$ cat src/rtl/alu_arbiter.sv
// alu_arbiter: arbitrates two requesters onto one shared combinational ALU.
// Each accepted request runs IDLE -> EXEC -> RESP. The operands are driven to
// the ALU in EXEC. The result is registered at the end of EXEC and presented
// in RESP until the consumer accepts it.
// Ports:
//   clk, reset          - clock, synchronous active-high reset
//   reqN_valid/a/b/op   - requester N operation (N = 0, 1)
//   reqN_ready          - accept strobe, combinational, IDLE only
//   alu_a/alu_b/alu_op  - operands and opcode to the shared ALU (registered)
//   alu_z/alu_zero      - combinational ALU result
//   resp_*              - response channel; resp_ready is the consumer accept
module alu_arbiter #(
  parameter int unsigned W = 32
) (
  input  logic         clk,
  input  logic         reset,
  input  logic         req0_valid,
  input  logic [W-1:0] req0_a,
  input  logic [W-1:0] req0_b,
  input  logic [2:0]   req0_op,
  output logic         req0_ready,
  input  logic         req1_valid,
  input  logic [W-1:0] req1_a,
  input  logic [W-1:0] req1_b,
  input  logic [2:0]   req1_op,
  output logic         req1_ready,
  output logic [W-1:0] alu_a,
  output logic [W-1:0] alu_b,
  output logic [2:0]   alu_op,
  input  logic [W-1:0] alu_z,
  input  logic         alu_zero,
  output logic         resp_valid,
  output logic         resp_id,
  output logic [W-1:0] resp_z,
  output logic         resp_zero,
  output logic         resp_err,
  input  logic         resp_ready
);

  typedef enum logic [1:0] {StIdle, StExec, StResp} state_e;

  state_e       state_q, state_d;
  logic         rr_q;
  logic         grant_id_q;
  logic         grant_id;
  logic [W-1:0] a_q, b_q;
  logic [2:0]   op_q;
  logic         resp_id_q;
  logic [W-1:0] resp_z_q;
  logic         resp_zero_q;
  logic         resp_err_q;
  logic         op_legal;

  always_comb begin
    op_legal = 1'b0;
    unique case (op_q)
      3'b000, 3'b001, 3'b010, 3'b110, 3'b111: op_legal = 1'b1;
      default:                                op_legal = 1'b0;
    endcase
  end

  // Ready is only ever raised in IDLE. The if/else chain keeps it one-hot.
  always_comb begin
    state_d    = state_q;
    req0_ready = 1'b0;
    req1_ready = 1'b0;
    grant_id   = 1'b0;
    unique case (state_q)
      StIdle: begin
        if (!reset) begin
          if (req0_valid && (!req1_valid || !rr_q)) begin
            req0_ready = 1'b1;
            grant_id   = 1'b0;
            state_d    = StExec;
          end else if (req1_valid) begin
            req1_ready = 1'b1;
            grant_id   = 1'b1;
            state_d    = StExec;
          end
        end
      end
      StExec: state_d = StResp;
      StResp: begin
        if (resp_ready) state_d = StIdle;
      end
      default: state_d = StIdle;
    endcase
  end

  always_ff @(posedge clk) begin
    if (reset) begin
      state_q     <= StIdle;
      rr_q        <= 1'b0;
      grant_id_q  <= 1'b0;
      a_q         <= '0;
      b_q         <= '0;
      op_q        <= '0;
      resp_id_q   <= 1'b0;
      resp_z_q    <= '0;
      resp_zero_q <= 1'b0;
      resp_err_q  <= 1'b0;
    end else begin
      state_q <= state_d;
      // Operands are sampled only on the grant cycle. They then hold until the
      // next grant, so the ALU inputs never toggle outside EXEC.
      if (req0_ready || req1_ready) begin
        grant_id_q <= grant_id;
        a_q        <= grant_id ? req1_a  : req0_a;
        b_q        <= grant_id ? req1_b  : req0_b;
        op_q       <= grant_id ? req1_op : req0_op;
      end
      if (state_q == StExec) begin
        resp_id_q   <= grant_id_q;
        resp_z_q    <= op_legal ? alu_z    : '0;
        resp_zero_q <= op_legal ? alu_zero : 1'b1;
        resp_err_q  <= !op_legal;
      end
      // Favour the other requester once this response is consumed.
      if (state_q == StResp && resp_ready) begin
        rr_q <= ~resp_id_q;
      end
    end
  end

  assign alu_a      = a_q;
  assign alu_b      = b_q;
  assign alu_op     = op_q;
  assign resp_valid = (state_q == StResp);
  assign resp_id    = resp_id_q;
  assign resp_z     = resp_z_q;
  assign resp_zero  = resp_zero_q;
  assign resp_err   = resp_err_q;

endmodule
$ cat config.mk
export PLATFORM = sky130hd
export DESIGN_NAME = alu_arbiter
export DESIGN_NICKNAME = d
export VERILOG_FILES = /design/src/rtl/alu_arbiter.sv
export SDC_FILE = /design/constraint.sdc
export NUM_CORES = 1
export LEC_CHECK = 0
export ABC_AREA = 1
export BUFFER_PORTS_ARGS = -buffer_cell sky130_fd_sc_hd__buf_2
export CORE_UTILIZATION = 35
export DETAILED_ROUTE_END_ITERATION = 16
export PLACE_DENSITY = 0.64
export SLEW_MARGIN = 20
export SYNTH_ARGS = -nofsm -noshare
export SYNTH_HDL_FRONTEND = slang
export SYNTH_SLANG_ARGS = --single-unit
$ cat constraint.sdc
create_clock -name clk -period 3.9 [get_ports clk]
set_input_delay 0.39 -clock clk [delete_from_list [all_inputs] [get_ports clk]]
set_output_delay 0.39 -clock clk [all_outputs]
set_load 0.01 [all_outputs]
==> results of run 1 <==
-- power by group through the flow --
stage          Sequential [mW]  Clock, mW  Combinational (mW)
3_5_place_dp              1.32          0               0.723
4_1_cts                   1.30      0.913               0.727
5_1_grt                   1.32      0.958               0.806
3_3_place_gp              1.32          0               0.723
2_1_floorplan             1.39          0               0.343
6_report                  1.30      0.887               0.717
-- cell families after synthesis --
kind of cell | share of synthesized area
buffers and inverters | 0.110
AOI/OAI and AO/OA | 0.0463
and+or+nand+nor | 0.409
DFF | 0.434
-- worst max-delay path: cells and delay by family --
kind	cells	cell delay, ns
buf+inv	4	1.40
simple gates	2	0.21
-- metal layers --
metal	track usage	wire length [microns]	vias up
li1	-	-	2844
met4	0.0828	291	0
met1	0.258	6700	2386
met5	0	0	-
met2	0.357	7120	233
met3	0.0566	1330	20
-- flip-flops by register name, summed over array words and instances, names as in the netlist --
signal,flops
alu_a,32
alu_b,32
resp_z,32
alu_op,3
state_q,2
grant_id_q,1
resp_err,1
resp_id,1
resp_zero,1
rr_q,1
-- cells in the mapped netlist --
| master | number |
|---|---|
| sky130_fd_sc_hd__nand2_1 | 336 |
| sky130_fd_sc_hd__nand3_1 | 136 |
| sky130_fd_sc_hd__dfxtp_1 | 106 |
| sky130_fd_sc_hd__inv_1 | 74 |
| sky130_fd_sc_hd__a21oi_1 | 36 |
| sky130_fd_sc_hd__clkbuf_1 | 25 |
| sky130_fd_sc_hd__buf_2 | 19 |
| sky130_fd_sc_hd__buf_4 | 8 |
| sky130_fd_sc_hd__nor2_1 | 8 |
| sky130_fd_sc_hd__o21ai_0 | 6 |
| sky130_fd_sc_hd__inv_2 | 3 |
| sky130_fd_sc_hd__a21oi_2 | 1 |
| sky130_fd_sc_hd__nand2_2 | 1 |
| sky130_fd_sc_hd__nor2_2 | 1 |
| sky130_fd_sc_hd__nor2_4 | 1 |
| sky130_fd_sc_hd__nor3_1 | 1 |
| sky130_fd_sc_hd__o211ai_1 | 1 |
-- cells in the final DEF (no fill, tap or decap) --
master and n:
sky130_fd_sc_hd__nor2_1 7, sky130_fd_sc_hd__buf_4 8, sky130_fd_sc_hd__inv_1 74, sky130_fd_sc_hd__nor3_1 1, sky130_fd_sc_hd__buf_12 1, sky130_fd_sc_hd__clkinvlp_4 2
sky130_fd_sc_hd__nand2_1 336, sky130_fd_sc_hd__o21ai_0 6, sky130_fd_sc_hd__clkbuf_8 1, sky130_fd_sc_hd__buf_2 276, sky130_fd_sc_hd__nor2_2 1, sky130_fd_sc_hd__a21oi_4 1
sky130_fd_sc_hd__o211ai_1 1, sky130_fd_sc_hd__inv_6 2, sky130_fd_sc_hd__clkbuf_16 9, sky130_fd_sc_hd__inv_2 3, sky130_fd_sc_hd__nor2_4 2, sky130_fd_sc_hd__nand2_2 1
sky130_fd_sc_hd__a21oi_1 36, sky130_fd_sc_hd__clkinv_4 2, sky130_fd_sc_hd__dfxtp_1 106, sky130_fd_sc_hd__nand3_1 135, sky130_fd_sc_hd__nand3_2 1
-- stage by stage --
stage / hold WS (ns) / worst slack [ns] / instances / cell area, sq um
floorplan: 0.440 / 2.30 / 763 / 4890
global placement: 0.449 / 1.13 / 1172 / 6340
detailed placement: 0.453 / 1.10 / 1172 / 6340
CTS: 0.263 / 1.46 / 1188 / 6630
global route: 0.267 / 1.24 / 1188 / 6630
finish: 0.278 / 1.49 / 1188 / 6630
-- cell type report --
cell class                 instances  area (sq um)
multi-input combinational        528          2250
clock buffer                      10           239
sequential                       106          2120
inverter                          77           289
timing repair buffer             285          1460
clock inverter                     6          50.0
fill                            1463          6820
tap                              176           220
-- how the worst max path moves through the flow --
stage / start / endpoint / cells after the start
CTS: reset / req0_ready / 6
detailed placement: reset / alu_a[4] / 9
floorplan: reset / req1_ready / 6
global route: reset / alu_a[7] / 9
finish: reset / req0_ready / 6
global placement: reset / alu_a[4] / 9
==> metrics, run 1 <==
result of the run complete, no violations; peak per-stage delay on the critical path 0.55 ns; count of pins on the block boundary 277; Hold Buf Count CTS 0; cell internal pwr 1.97 mW; startpoint-to-endpoint class of the critical path primary input to output port; main area contributors after synthesis sky130_fd_sc_hd__dfxtp_1 (43%), sky130_fd_sc_hd__nand2_1 (26%), sky130_fd_sc_hd__nand3_1 (14%); placed wire-length estimate 10.8 mm; Yosys warnings 0; first-pass GRT wire length 24.3 mm; Std-Cell Rows 42; Iter 0 DRT Violations 280; CTS HTree Levels 3; Max Buffers Root-to-Sink 2; number of setup violations in the final report 0; critical path capture point type output port; cell area power density 438 nW/um^2; clock power share 0.306; net count of the mapped netlist 935; diodes inserted 0; CP max-delay cell sky130_fd_sc_hd__buf_2; start point of the worst min-delay path alu_z[23]; max-cap check violation count 0; Sw Share 0.320; number of cells traversed by the worst hold path 3; P_sw 930 uW; type of element launching the critical path primary input; post-route minimum period 2.41 ns; die area 14400 sq um; Die Height 120 microns; ANT nets after route 0; synthesized netlist cell count 763; vias in the first global route 4971; Total Power 2.90 mW; register clock-pin slew on the reported worst setup and hold paths 0.08 ns; Worst Hold Endpoint resp_z[23]; post-synthesis instance area 4890 sq um; Pre-antenna DRT Iters 5; synthesis-to-finish area growth 35.6%; initial antenna violation count 0; R2R Setup Slk 1.87 ns; number of vias per cell 4.62; post-cts resize count 0; Max Clock Freq 415 MHz; number of nets in the final layout 1179; width of the die 120 microns; share of final-layout standard cells stronger than drive strength 1 0.306; flip-flop and latch count after synthesis 106; sequential group share of total power 0.447; Slew @ Worst Pin 0.761 ns; data arrival time of the worst path 2.02 ns; portion of the clock cycle consumed by the worst path in the final layout 0.618; total congestion overflow 0; initial core utilization 0.363; clock latency reported for the late side of the worst-skew pair 0.35 ns; RR Startpoint rr_q; Hold Path Class primary input to flip-flop; required time of the worst setup path 3.51 ns; maximum clock skew at final layout 0.00695 ns; DRC 0; Core Util, Final 0.493; most used cell along the critical path sky130_fd_sc_hd__buf_2; RSZ-0062 raised after global routing no; DR WL/cell 13.0 microns; leakage 3.88 nW; combinational fraction of design power 0.247; Setup Total Neg Slack 0 ns; Peak VDD IR 0.254 mV; total number of clock tree sinks 106; sequence of cells on the critical path buf_2, inv_2, buf_4, nand2_1, nor2_1, buf_2; post-synth top area cell sky130_fd_sc_hd__dfxtp_1; sum of routed wire length over all layers 15.4 mm; portion of the post-synthesis area used by sequential elements 0.434; via total after detailed routing 5483; Synth top area share 0.434; max-slew violation total from the final report 0; largest net degree at the start of global routing 70; Crit Path Max Fanout 38; number of clock buffers inserted by TritonCTS 9; Slew headroom 0.493; placeable core region 13500 sq um; number of buffers inserted to repair setup after CTS 0; post-synthesis cell type count 17; Worst R2R End alu_a[29]; combined global-route utilization of all metal layers 0.213; post-synthesis area per instance 6.41 sq um; TritonCTS clock tree done; clk root buf sky130_fd_sc_hd__clkbuf_16; final estimated routing congestion in global placement 0.808; Port-buffer cells 276; number of cells on the worst reg-to-reg path 8; final hold vios 0
No activity file was read; power rests on OpenSTA's default activity.
==> inputs of run 2 (changes only) <==
--- a/config.mk
+++ b/config.mk
@@ -5,11 +5,11 @@
 export SDC_FILE = /design/constraint.sdc
 export NUM_CORES = 1
 export LEC_CHECK = 0
-export ABC_AREA = 1
+export ABC_AREA = 0
 export BUFFER_PORTS_ARGS = -buffer_cell sky130_fd_sc_hd__buf_2
 export CORE_UTILIZATION = 35
 export DETAILED_ROUTE_END_ITERATION = 16
-export PLACE_DENSITY = 0.64
+export PLACE_DENSITY = 0.69
 export SLEW_MARGIN = 20
 export SYNTH_ARGS = -nofsm -noshare
 export SYNTH_HDL_FRONTEND = slang
==> constraint.sdc (replaced) <==
create_clock -name clk -period 2.18 [get_ports clk]
set_input_delay 0.218 -clock clk [delete_from_list [all_inputs] [get_ports clk]]
set_output_delay 0.218 -clock clk [all_outputs]
set_load 0.01 [all_outputs]
==> run 2 against run 1 <==
Effect of this change: worst hold slack lost 0.17 ns; sequential share of layout area grew 2.6 points; largest power group unchanged; via count shrank 24%; area after synthesis shrank 10%.
==> metrics, run 2 <==
result of the run complete, no violations; max-cap check violation count 0; number of setup violations in the final report 0; flip-flop and latch count after synthesis 106; number of synthesized flops with an enable pin 0; number of clock buffers inserted by TritonCTS 9; Yosys warnings 0; Max Buffers Root-to-Sink 2; cell area power density 762 nW/um^2; Max Clock Freq 605 MHz; most common library cell in the layout ignoring fill and taps sky130_fd_sc_hd__buf_2; Peak VDD IR 0.383 mV; post-cts resize count 0; multi-input combinational cell area 2050 sq um; Hold Path Class primary input to flip-flop; required time of the worst setup path 1.96 ns; Port-buffer cells 276; data arrival time of the worst path 1.44 ns; total number of clock tree sinks 106; type of element launching the critical path flip-flop; startpoint-to-endpoint class of the critical path flip-flop to output port; width of the die 114 microns; Synth top area share 0.484; sum of routed wire length over all layers 12.0 mm; DRC 0; RSZ-0062 raised after global routing no; combined global-route utilization of all metal layers 0.176; synthesized netlist cell count 440; Total Power 4.67 mW; initial antenna violation count 0; max-slew violation total from the final report 0; net count of the mapped netlist 612; clk root buf sky130_fd_sc_hd__clkbuf_16; Hold Buf Count CTS 0; Final Hold Slack 0.110 ns; async set or reset register ratio after synthesis 0; vias in the first global route 3874; total congestion overflow 0; Die Height 114 microns; DR WL/cell 13.9 microns; number of buffers inserted to repair setup after CTS 0; main flop type after synthesis sky130_fd_sc_hd__dfxtp_1; die area 13000 sq um; most instantiated library cell after synthesis sky130_fd_sc_hd__dfxtp_1; final hold vios 0; synthesis-to-finish area growth 39.9%; Slew headroom 0.571; ANT nets after route 0; count of pins on the block boundary 277; final estimated routing congestion in global placement 0.748; clock latency reported for the late side of the worst-skew pair 0.34 ns; fillcell total 1159; Pre-antenna DRT Iters 6; sequential cell area 2120 sq um; main area contributors after synthesis sky130_fd_sc_hd__dfxtp_1 (48%), sky130_fd_sc_hd__mux2i_1 (16%), sky130_fd_sc_hd__nand3b_1 (11%); critical path capture point type output port; Slew @ Worst Pin 0.644 ns; placeable core region 12100 sq um; list of most frequent post-synthesis cells sky130_fd_sc_hd__dfxtp_1 (106), sky130_fd_sc_hd__mux2i_1 (68), sky130_fd_sc_hd__nand3b_1 (67), sky130_fd_sc_hd__o21ai_0 (66), sky130_fd_sc_hd__nor2_1 (33); share of final-layout standard cells stronger than drive strength 1 0.435; post-synthesis instance area 4390 sq um; top library cells by usage in the layout, fill and taps aside sky130_fd_sc_hd__buf_2 (276), sky130_fd_sc_hd__dfxtp_1 (106), sky130_fd_sc_hd__mux2i_1 (68); maximum clock skew at final layout 0.00540 ns; portion of the post-synthesis area used by sequential elements 0.484; register clock-pin slew on the reported worst setup and hold paths 0.07 ns; Iter 0 DRT Violations 148; portion of the clock cycle consumed by the worst path in the final layout 0.758; TritonCTS clock tree done; CTS HTree Levels 3; post-synth top area cell sky130_fd_sc_hd__dfxtp_1; number of vias per cell 4.79; post-route minimum period 1.65 ns; Std-Cell Rows 40; first-pass GRT wire length 18.3 mm; post-synthesis area per instance 9.97 sq um; largest net degree at the start of global routing 106; number of nets in the final layout 866; placed wire-length estimate 8.71 mm; Crit Path Max Fanout 43; Setup Total Neg Slack 0 ns; diodes inserted 0; via total after detailed routing 4154; Core Util, Final 0.507; initial core utilization 0.362; leakage 3.17 nW; post-synthesis cell type count 25
run 2: critical path, stage by stage, from the launching register on:
cell and delay (ns):
sky130_fd_sc_hd__dfxtp_1 0.35, sky130_fd_sc_hd__o21ai_4 0.19, sky130_fd_sc_hd__buf_12 0.29, sky130_fd_sc_hd__nor2b_1 0.09, sky130_fd_sc_hd__buf_2 0.15
run 2: cell families (layout without fill, tap and decap cells):
logic type	Yosys count	count (layout)	synth area share
AND/OR/NAND/NOR	115	115	0.166
AO/OA/AOI/OAI	106	106	0.141
flip-flops	106	106	0.484
multiplexers	68	68	0.155
buffers and inverters	45	304	0.0539
run 2: report_power, final:
group	total [mW]	internal [mW]	leakage, nW	switching, mW
clock	1.52	0.806	0.131	0.710
sequential	2.23	2.13	0.873	0.101
combinational	0.925	0.435	2.17	0.490
total	4.67	3.37	3.17	1.30
run 2: metrics by stage:
| step | setup WS [ns] | instances | instance area (sq um) |
|---|---|---|---|
| 2_1_floorplan | 0.898 | 440 | 4390 |
| 3_3_place_gp | 0.704 | 851 | 5860 |
| 3_5_place_dp | 0.609 | 851 | 5860 |
| 4_1_cts | 0.503 | 867 | 6140 |
| 5_1_grt | 0.453 | 867 | 6140 |
| 6_report | 0.527 | 867 | 6140 |
run 2: area by class of cell:
| type | instances | share of cell area |
|---|---|---|
| inverter | 5 | 0.00306 |
| sequential | 106 | 0.346 |
| clock buffer | 10 | 0.0389 |
| tap | 168 | 0.0343 |
| clock inverter | 6 | 0.00673 |
| multi-input combinational | 289 | 0.334 |
| timing repair buffer | 283 | 0.238 |
run 2: final timing paths:
check | startpoint | end | slack, ns | depth (start not counted)
hold / removal | alu_z[2] | resp_z[2] | 0.11 | 3
setup reg to reg | state_q[1] | alu_a[30] | 0.66 | 5
setup / recovery | rr_q | req1_ready | 0.53 | 4
hold reg to reg | resp_err | resp_err | 0.47 | 2
run 2: layer usage:
layer / wire [microns] / vias to the layer above / track usage
met2: 5920 / 163 / 0.305
li1: - / 2076 / -
met4: 255 / 0 / 0.0771
met1: 5150 / 1896 / 0.213
met3: 708 / 19 / 0.0329
met5: 0 / - / 0
